### config.mk
export PLATFORM = sky130hd
export DESIGN_NAME = vga_timing_gen_flat
export DESIGN_NICKNAME = d
export VERILOG_FILES = /design/src/rtl/vga_timing_gen_if.sv /design/src/rtl/vga_timing_gen.sv /design/src/flat_wrapper.sv
export SDC_FILE = /design/constraint.sdc
export NUM_CORES = 1
export LEC_CHECK = 0
export ABC_CLOCK_PERIOD_IN_PS = 3800
export CAP_MARGIN = 20
export CORE_ASPECT_RATIO = 1.5
export CORE_MARGIN = 8
export CORE_UTILIZATION = 45
export CTS_CLUSTER_SIZE = 10
export DETAILED_ROUTE_END_ITERATION = 8
export PLACE_DENSITY = 0.69
export SLEW_MARGIN = 20
export SYNTH_ARGS = -nofsm -noshare
export SYNTH_HDL_FRONTEND = slang
export SYNTH_SLANG_ARGS = --single-unit
### constraint.sdc
create_clock -name clk -period 3.8 [get_ports clk]
set_clock_uncertainty 0.15 [all_clocks]
set_input_delay 0.95 -clock clk [delete_from_list [all_inputs] [get_ports clk]]
set_output_delay 0.95 -clock clk [all_outputs]
set_load 0.02 [all_outputs]
### src/rtl/vga_timing_gen_if.sv
// Pixel-coordinate interface between the VGA raster producer and its consumers
// (sprites, titles, overlays).
interface vga_timing_gen_if;
    logic       p_tick;
    logic [9:0] x;
    logic [9:0] y;
    logic       video_on;
    logic       hsync;
    logic       vsync;
    logic       frame_end;

    modport master (output p_tick, x, y, video_on, hsync, vsync, frame_end);
    modport slave  (input  p_tick, x, y, video_on, hsync, vsync, frame_end);
endinterface

### src/rtl/vga_timing_gen.sv
// 640x480@60 VGA raster generator: pixel-tick divider, h/v counters, active-low syncs.
// Optional frame counter output enabled by defining VGA_TIMING_FRAME_CNT_EN.
module vga_timing_gen #(
    parameter int CLK_DIV   = 4,
    parameter int H_DISPLAY = 640,
    parameter int H_FP      = 16,
    parameter int H_SYNC    = 96,
    parameter int H_BP      = 48,
    parameter int V_DISPLAY = 480,
    parameter int V_FP      = 10,
    parameter int V_SYNC    = 2,
    parameter int V_BP      = 33
) (
    input  logic             clk,
    input  logic             reset_n,
`ifdef VGA_TIMING_FRAME_CNT_EN
    output logic [7:0]       frame_cnt,
`endif
    vga_timing_gen_if.master vga
);

    localparam int H_TOTAL = H_DISPLAY + H_FP + H_SYNC + H_BP;
    localparam int V_TOTAL = V_DISPLAY + V_FP + V_SYNC + V_BP;
    localparam int DIV_W   = (CLK_DIV > 1) ? $clog2(CLK_DIV) : 1;

    localparam logic [DIV_W-1:0] DIV_LAST = DIV_W'(CLK_DIV - 1);
    localparam logic [DIV_W-1:0] DIV_ONE  = DIV_W'(1);
    localparam logic [9:0]       H_LAST   = 10'(H_TOTAL - 1);
    localparam logic [9:0]       V_LAST   = 10'(V_TOTAL - 1);
    localparam logic [9:0]       H_DISP   = 10'(H_DISPLAY);
    localparam logic [9:0]       V_DISP   = 10'(V_DISPLAY);
    localparam logic [9:0]       HS_START = 10'(H_DISPLAY + H_FP);
    localparam logic [9:0]       HS_END   = 10'(H_DISPLAY + H_FP + H_SYNC - 1);
    localparam logic [9:0]       VS_START = 10'(V_DISPLAY + V_FP);
    localparam logic [9:0]       VS_END   = 10'(V_DISPLAY + V_FP + V_SYNC - 1);

    logic [DIV_W-1:0] div_q, div_d;
    logic [9:0]       h_q, h_d;
    logic [9:0]       v_q, v_d;
    logic             hsync_q, hsync_d;
    logic             vsync_q, vsync_d;
    logic             p_tick_s;
    logic             h_last_s;
    logic             v_last_s;
    logic             frame_end_s;

    // Next-state for divider and counters; syncs derive from the next count so they line up with x/y.
    always_comb begin
        p_tick_s = (div_q == DIV_LAST);
        h_last_s = (h_q == H_LAST);
        v_last_s = (v_q == V_LAST);
        div_d    = div_q;
        h_d      = h_q;
        v_d      = v_q;
        if (p_tick_s) begin
            div_d = '0;
            if (h_last_s) begin
                h_d = 10'd0;
                if (v_last_s) begin
                    v_d = 10'd0;
                end else begin
                    v_d = v_q + 10'd1;
                end
            end else begin
                h_d = h_q + 10'd1;
                v_d = v_q;
            end
        end else begin
            div_d = div_q + DIV_ONE;
        end
        hsync_d     = ~((h_d >= HS_START) && (h_d <= HS_END));
        vsync_d     = ~((v_d >= VS_START) && (v_d <= VS_END));
        frame_end_s = p_tick_s & h_last_s & v_last_s;
    end

    // Raster state registers; reset drops any sync pulse in progress.
    always_ff @(posedge clk or negedge reset_n) begin
        if (!reset_n) begin
            div_q   <= '0;
            h_q     <= 10'd0;
            v_q     <= 10'd0;
            hsync_q <= 1'b1;
            vsync_q <= 1'b1;
        end else begin
            div_q   <= div_d;
            h_q     <= h_d;
            v_q     <= v_d;
            hsync_q <= hsync_d;
            vsync_q <= vsync_d;
        end
    end

    assign vga.p_tick    = p_tick_s;
    assign vga.x         = h_q;
    assign vga.y         = v_q;
    assign vga.video_on  = (h_q < H_DISP) && (v_q < V_DISP);
    assign vga.hsync     = hsync_q;
    assign vga.vsync     = vsync_q;
    assign vga.frame_end = frame_end_s;

`ifdef VGA_TIMING_FRAME_CNT_EN
    logic [7:0] frame_cnt_q;

    // Free-running frame count for blink/animation timing, wraps naturally at 256.
    always_ff @(posedge clk or negedge reset_n) begin
        if (!reset_n) begin
            frame_cnt_q <= 8'd0;
        end else if (frame_end_s) begin
            frame_cnt_q <= frame_cnt_q + 8'd1;
        end else begin
            frame_cnt_q <= frame_cnt_q;
        end
    end

    assign frame_cnt = frame_cnt_q;
`else
    // No frame counter in this build; frame_end alone marks frame boundaries.
`endif

endmodule
### src/flat_wrapper.sv
// flat-port wrapper written by rule: the top's interface ports become plain ports
module vga_timing_gen_flat 
#(
    parameter int CLK_DIV   = 4,
    parameter int H_DISPLAY = 640,
    parameter int H_FP      = 16,
    parameter int H_SYNC    = 96,
    parameter int H_BP      = 48,
    parameter int V_DISPLAY = 480,
    parameter int V_FP      = 10,
    parameter int V_SYNC    = 2,
    parameter int V_BP      = 33
)
  (clk, reset_n, vga_p_tick, vga_x, vga_y, vga_video_on, vga_hsync, vga_vsync, vga_frame_end);
  vga_timing_gen_if vga_i ();
  input  logic clk;
  input  logic reset_n;
  output wire logic [$bits(vga_i.p_tick)-1:0] vga_p_tick;
  output wire logic [$bits(vga_i.x)-1:0] vga_x;
  output wire logic [$bits(vga_i.y)-1:0] vga_y;
  output wire logic [$bits(vga_i.video_on)-1:0] vga_video_on;
  output wire logic [$bits(vga_i.hsync)-1:0] vga_hsync;
  output wire logic [$bits(vga_i.vsync)-1:0] vga_vsync;
  output wire logic [$bits(vga_i.frame_end)-1:0] vga_frame_end;
  assign vga_p_tick = vga_i.p_tick;
  assign vga_x = vga_i.x;
  assign vga_y = vga_i.y;
  assign vga_video_on = vga_i.video_on;
  assign vga_hsync = vga_i.hsync;
  assign vga_vsync = vga_i.vsync;
  assign vga_frame_end = vga_i.frame_end;
  vga_timing_gen #(.CLK_DIV(CLK_DIV), .H_DISPLAY(H_DISPLAY), .H_FP(H_FP), .H_SYNC(H_SYNC), .H_BP(H_BP), .V_DISPLAY(V_DISPLAY), .V_FP(V_FP), .V_SYNC(V_SYNC), .V_BP(V_BP)) u_core (.clk(clk), .reset_n(reset_n), .vga(vga_i));
endmodule
======== After elaboration in Yosys (flattened, before gate mapping) ========
Cells that the tools add are included.
W data, S select, Z words.
cells by class
  multiplexer cells ....................... 6
  $lt $le $gt $ge ......................... 6
  reduce and logical (&&, ||, !) cells .... 3
  equality and inequality tests ........... 3
  add/sub/neg operators ................... 3
  bitwise logic cells ..................... 4
operators by type and width
  kind                     number
  $mux W10                 5
  $add A10 B1 Y10 const B  2
  $eq A10 B10 Y1 const B   2
  $ge A10 B10 Y1 const B   1
  $ge A10 B9 Y1 const B    1
  $le A10 B10 Y1 const B   1
  $le A10 B9 Y1 const B    1
  $lt A10 B10 Y1 const B   1
  $lt A10 B9 Y1 const B    1
  $logic_and A1 B1 Y1      3
  $add A2 B1 Y2 const B    1
  $and A1 B1 Y1            2
  $eq A2 B2 Y1 const B     1
  $mux W2                  1
  $not A1 Y1               2
word-level totals
  bits in registers ....................... 24

======== Depth between registers and ports, before layout ========
Gate-level depths: netlist of the first run.
  word-level depth ........................ 7
  depth in mapped cells ................... 7
  mapped depth without buffers ............ 6

======== Worst setup path before layout of the first run ========
No wires, ideal clock.
  path kind ............................... reg-to-output
  start point ............................. register u_core.div_q[0]
  end point ............................... output port vga_frame_end
  arrival ................................. 1547 ps
  path slack .............................. 1153 ps
  cell stages (with the launch flop) ...... 6
  required time ........................... 2700 ps
  cells stage by stage .................... dfrtp_1 -> ha_1 -> buf_2 -> and2_1 -> nand3_2 -> nor2_1
on the way
  cells in the longest elaborated chain, start to end .. 3
ends and longest elaborated chain
  what                        line                  source
  start: declaration          vga_timing_gen.sv:37  logic [DIV_W-1:0] div_q, div_d;
  start signal: assignment    vga_timing_gen.sv:85  div_q <= div_d;
  $eq A2 B2 Y1                vga_timing_gen.sv:49  p_tick_s = (div_q == DIV_LAST);
  net vga_p_tick              flat_wrapper.sv:18    output wire logic [$bits(vga_i.p_tick)-1:0] vga_p_tick;
  $and A1 B1 Y1 (2 in a row)  vga_timing_gen.sv:73  frame_end_s = p_tick_s & h_last_s & v_last_s;
  end: declaration            flat_wrapper.sv:24    output wire logic [$bits(vga_i.frame_end)-1:0] vga_frame_end;
The timed path passes the listed nets, and every way through them passes these cells.

======== Worst setup path after layout of the first run ========
  start point ............................. register u_core.div_q[0]
  end point ............................... output port vga_frame_end
on the way
  cells in the longest elaborated chain, start to end .. 3
ends and longest elaborated chain
  what                        line
  $eq A2 B2 Y1                vga_timing_gen.sv:49
  $and A1 B1 Y1 (2 in a row)  vga_timing_gen.sv:73
No other way between the ends.

==> results of run 1 <==
[registers in the layout, summed over array words and instances, names as in the netlist]
register,count
u_core.vga.x,10
u_core.div_q,2
u_core.vga.hsync,1
u_core.vga.vsync,1
u_core.vga.y,10
[cells by family after synthesis]
group                      Yosys count  share of synthesized area, %
DFF                                 24                          42.7
adders and majority gates            4                          3.55
muxes                                6                          4.43
buffers and inverters               11                          3.72
xor gates and xnor gates            10                          6.21
AOI/OAI and AO/OA                   19                          10.8
and+or+nand+nor                     64                          28.5
[metal layers]
layer  vias up  part of all wire, %  global-route usage (%)
li1        559                    -                       -
met1       563                   39                    14.9
met2        28                   53                    24.9
met3         8                  5.7                    2.75
met4         0                  2.2                    5.83
met5         -                    0                       0
[worst max-delay path: cells and delay by family, from the launching register on]
family,cells,cell delay (ns)
buffers and inverters,1,0.64
and+or+nand+nor,3,0.60
adders and majority gates,1,0.46
DFF,1,0.35
[layout make-up]
cell class | count | share of cell area, %
Timing Repair Buffer | 27 | 15.4
Sequential cell | 24 | 34.6
Inverter | 6 | 1.29
Clock buffer | 4 | 2.58
Multi-Input combinational cell | 103 | 43.3
Tap cell | 40 | 2.87
[final timing paths]
path                                         end  cells after the start
worst max-delay path               vga_frame_end                      5
max in group asynchronous       u_core.vga.hsync                      2
min in group asynchronous        u_core.vga.y[1]                      2
worst max register to register  u_core.vga.vsync                      6
worst min-delay path             u_core.div_q[0]                      1
worst min register to register   u_core.div_q[0]                      1
[placed cells by master (no fill, tap or decap), drive strengths merged, types with 6 or more instances in the layout]
master / instances
inv: 6
nand2: 13
nor2: 8
nand4: 9
dfrtp: 22
nand3: 9
nor3: 6
clkdlybuf4s50: 26
o21ai: 6
xnor2: 6
[power breakdown]
| part | internal [mW] | switching, mW | leakage (nW) | total, mW |
|---|---|---|---|---|
| sequential | 0.255 | 0 | 0.314 | 0.255 |
| clock | 0.0748 | 0.0773 | 0.0228 | 0.152 |
| combinational | 0.00157 | 0.00486 | 0.327 | 0.00643 |
[per-stage QoR]
step / instances / utilization (%) / setup slack, ns / cell area, sq um
detailed placement: 200 / 55.4 / 0.712 / 1700
CTS: 204 / 56.9 / 0.408 / 1740
global route: 204 / 56.9 / 0.239 / 1740
global placement: 200 / 55.4 / 0.784 / 1700
finish: 204 / 56.9 / 0.383 / 1740
floorplan: 138 / - / 1.15 / 1410
==> results.json, run 1 <==
{
  "status": "finished clean",
  "nNetsFinal": 171,
  "post_cts_buffers": 0,
  "post-route-period-util_pct": 89.9,
  "ys_ff_latch": 24,
  "core_sq_mm": 0.00307,
  "fp-row-count": 25,
  "hold_viol_final": 0,
  "crit_arrival_ns": 2.32,
  "syn-cell-area_sq_mm": 0.00141,
  "cts_resized": 0,
  "synth.area.top_cells": "dfrtp_1 (39%), dfstp_2 (3.7%), xnor2_1 (3.7%)",
  "drv_cap": 0,
  "cts_tree": "done",
  "h-tree-depth": 1,
  "cpPeakStageDelay_ns": 0.64,
  "synth_area_leader_cell": "dfrtp_1",
  "io_pins": 27,
  "min_from": "u_core.div_q[0]",
  "crit_chain": "ha_1, and2_1, nand3_2, nor2_1, clkdlybuf4s50_1",
  "r2r-start": "u_core.div_q[0]",
  "io_buffers": 26,
  "numCtsBuffers": 3,
  "fmax_ghz": 0.293,
  "drive_above_1_share_pct": 11.6,
  "cts_sinks": 24,
  "critical_path_class": "reg -> out",
  "yosys_warnings": 0,
  "setup_viol": 0,
  "grt_pass1_wl_mm": 5.69,
  "cts_hold_buffers": 0,
  "diodes": 0,
  "clk_latency_ns": 0.27,
  "nFillCells": 294,
  "synthTopCellsByCount": "dfrtp_1 (22), nand2_1 (13), nand4_1 (8), nor2_1 (8), nand3_1 (7)",
  "p_total_mw": 0.414,
  "worst_pin_slew_ns": 0.596,
  "startpoint_type": "flip-flop",
  "synth_enable_flop_cells": 0,
  "grt_max_degree": 25,
  "synthToLayoutAreaGrowth_pct": 23.6,
  "worstHoldPathType": "reg -> reg",
  "post_drt_wl_per_cell_um": 16.1,
  "antenna_left": 0,
  "gp_congestion": 0.914,
  "synth_area_per_cell_sq_um": 10.2,
  "vias": 1158,
  "required_ns": 2.70,
  "cts.clk_slew.worst_paths_ns": 0.09,
  "yosysSeqAreaShare_pct": 42.7,
  "r2r_setup_slack_ns": 1.38,
  "drt-total-wl_mm": 3.29,
  "end_kind": "output pin",
  "yosysUniqueCellTypes": 42,
  "yosys.cell_count.top_type": "dfrtp_1",
  "syn_nets": 144,
  "grt_use_total_pct": 14.0,
  "start_util_pct": 46.0,
  "grt_pass1_vias": 1231,
  "die_area_sq_mm": 0.00522,
  "die_y_um": 84.6,
  "drc": 0,
  "whs_ns": 0.275,
  "synth_flop_cell": "dfrtp_1",
  "multi_input_area_sq_um": 756,
  "dp_hpwl_mm": 2.51,
  "rsz0062_at_grt": "false",
  "antenna_found_initial": 0,
  "cp-startpoint": "u_core.div_q[0]",
  "seq_area_sq_um": 603,
  "max_slew_margin_pct": 60.2,
  "die_w_um": 61.7,
  "leakage_nw": 0.664,
  "yosysTopAreaCellShare_pct": 39.0,
  "root_buffer": "clkbuf_8",
  "synth-async-reset-ratio_pct": 100,
  "max-vdd-ir-drop_mv": 0.197,
  "crit_slowest_cell": "clkdlybuf4s50_1",
  "vias_per_cell": 5.68,
  "period_needed_ns": 3.42,
  "setup_tns_ns": 0,
  "netlist_instances": 138,
  "gr-total-overflow": 0,
  "final_max_slew_viol_count": 0,
  "powerDensity_mw_per_mm2": 237,
  "cts_max_path_buffers": 2,
  "critPathMaxFanout": 13,
  "firstDrtPassIters": 4,
  "initialDrtViolationCount": 41
}
Power figures use the tool's default switching activity.
==> inputs of run 2 (changes only) <==
--- a/config.mk
+++ b/config.mk
@@ -9,10 +9,10 @@
 export CAP_MARGIN = 20
 export CORE_ASPECT_RATIO = 1.5
 export CORE_MARGIN = 8
-export CORE_UTILIZATION = 45
+export CORE_UTILIZATION = 25
 export CTS_CLUSTER_SIZE = 10
 export DETAILED_ROUTE_END_ITERATION = 8
-export PLACE_DENSITY = 0.69
+export PLACE_DENSITY = 0.42
 export SLEW_MARGIN = 20
 export SYNTH_ARGS = -nofsm -noshare
 export SYNTH_HDL_FRONTEND = slang
==> results.json, run 2 (synthesis gave the netlist of run 1 again) <==
{
  "gr-total-overflow": 0,
  "fmax_ghz": 0.293,
  "dp_cells": 230,
  "hold_viol_final": 0,
  "io_buffers": 26,
  "root_buffer": "clkbuf_8",
  "max_slew_margin_pct": 58.5,
  "final_common_cell": "clkdlybuf4s50_1",
  "die_w_um": 77.4,
  "crit_arrival_ns": 2.31,
  "final_cell_mix": "clkdlybuf4s50_1 (26), dfrtp_1 (22), nand2_1 (13)",
  "cts_tree": "done",
  "cts_hold_buffers": 0,
  "grt_pass1_vias": 1279,
  "post_cts_buffers": 0,
  "start_util_pct": 25.9,
  "max-vdd-ir-drop_mv": 0.102,
  "end_kind": "output pin",
  "critical_path_class": "reg -> out",
  "period_needed_ns": 3.41,
  "setup_tns_ns": 0,
  "core_sq_mm": 0.00545,
  "whs_ns": 0.274,
  "cts.clk_slew.worst_paths_ns": 0.09,
  "startpoint_type": "flip-flop",
  "fp-row-count": 33,
  "vias": 1177,
  "vias_per_cell": 5.03,
  "setup_viol": 0,
  "cts_sinks": 24,
  "fin_util_pct": 32.7,
  "worst_pin_slew_ns": 0.621,
  "final_max_slew_viol_count": 0,
  "nNetsFinal": 171,
  "post_drt_wl_per_cell_um": 15.6,
  "finalNonFillerCells": 234,
  "h-tree-depth": 1,
  "diodes": 0,
  "rsz0062_at_grt": "false",
  "grt_pass1_wl_mm": 6.20,
  "grt_use_total_pct": 9.21,
  "synthToLayoutAreaGrowth_pct": 26.2,
  "drive_above_1_share_pct": 11.6,
  "gp_congestion": 0.836,
  "status": "finished clean",
  "die_area_sq_mm": 0.00836,
  "powerDensity_mw_per_mm2": 235,
  "p_total_mw": 0.419,
  "die_y_um": 108,
  "leakage_nw": 0.664,
  "io_pins": 27,
  "drv_cap": 0,
  "worstHoldPathType": "reg -> reg",
  "dp_hpwl_mm": 2.73,
  "antenna_left": 0,
  "antenna_found_initial": 0,
  "cts_resized": 0,
  "post-route-period-util_pct": 89.7,
  "drc": 0,
  "cts_max_path_buffers": 2,
  "initialDrtViolationCount": 54,
  "clk_latency_ns": 0.27,
  "grt_max_degree": 25,
  "numCtsBuffers": 3,
  "firstDrtPassIters": 4,
  "critPathMaxFanout": 13,
  "drt-total-wl_mm": 3.65,
  "required_ns": 2.70
}
==> run 2: cell counts in the layout (fill, tap and decap cells not counted) <==
Identical to the previous run, type by type.
==> run 2: per-layer routing <==
metal	part of all wire, %	wire (um)	GRT usage, %	vias to the layer above
li1	-	-	-	559
met1	40	1470	9.64	562
met2	49	1800	15.7	42
met3	7.0	254	3.16	14
met4	3.6	131	5.42	0
met5	0	0	0	-
==> run 2: layout make-up <==
cell class,count,area [sq um]
tap,70,87.6
inverter,6,22.5
fill,589,3670
multi-input combinational,103,756
timing repair buffer,27,268
sequential,24,603
clock buffer,4,45.0
==> run 2: path summary, 6_finish.rpt <==
check                                startpoint          endpoint  slack, ns  cells past startpoint
worst max-delay path            u_core.div_q[0]     vga_frame_end       0.39                      5
worst min-delay path            u_core.div_q[0]   u_core.div_q[0]       0.27                      1
worst max register to register  u_core.div_q[0]  u_core.vga.vsync       1.31                      6
worst min register to register  u_core.div_q[0]   u_core.div_q[0]       0.27                      1
max in group asynchronous               reset_n  u_core.vga.hsync       2.32                      2
min in group asynchronous               reset_n   u_core.vga.y[1]       0.88                      2
==> run 2: critical path, stage by stage, from the launching register on <==
cell	delay [ns]
dfrtp_1	0.35
ha_1	0.48
and2_1	0.25
nand3_2	0.18
nor2_1	0.15
clkdlybuf4s50_1	0.62
==> run 2: where the power goes <==
part | internal, mW | total [mW] | switching (mW)
clock | 0.0750 | 0.157 | 0.0823
combinational | 0.00157 | 0.00656 | 0.00498
sequential | 0.255 | 0.255 | 0
==> run 2: per-stage QoR <==
stage                     setup WS [ns]  instance area [sq um]
after global routing              0.222                   1780
after detailed placement          0.670                   1740
after global placement            0.734                   1740
after CTS                         0.357                   1780
after floorplan                    1.15                   1410
final                             0.393                   1780
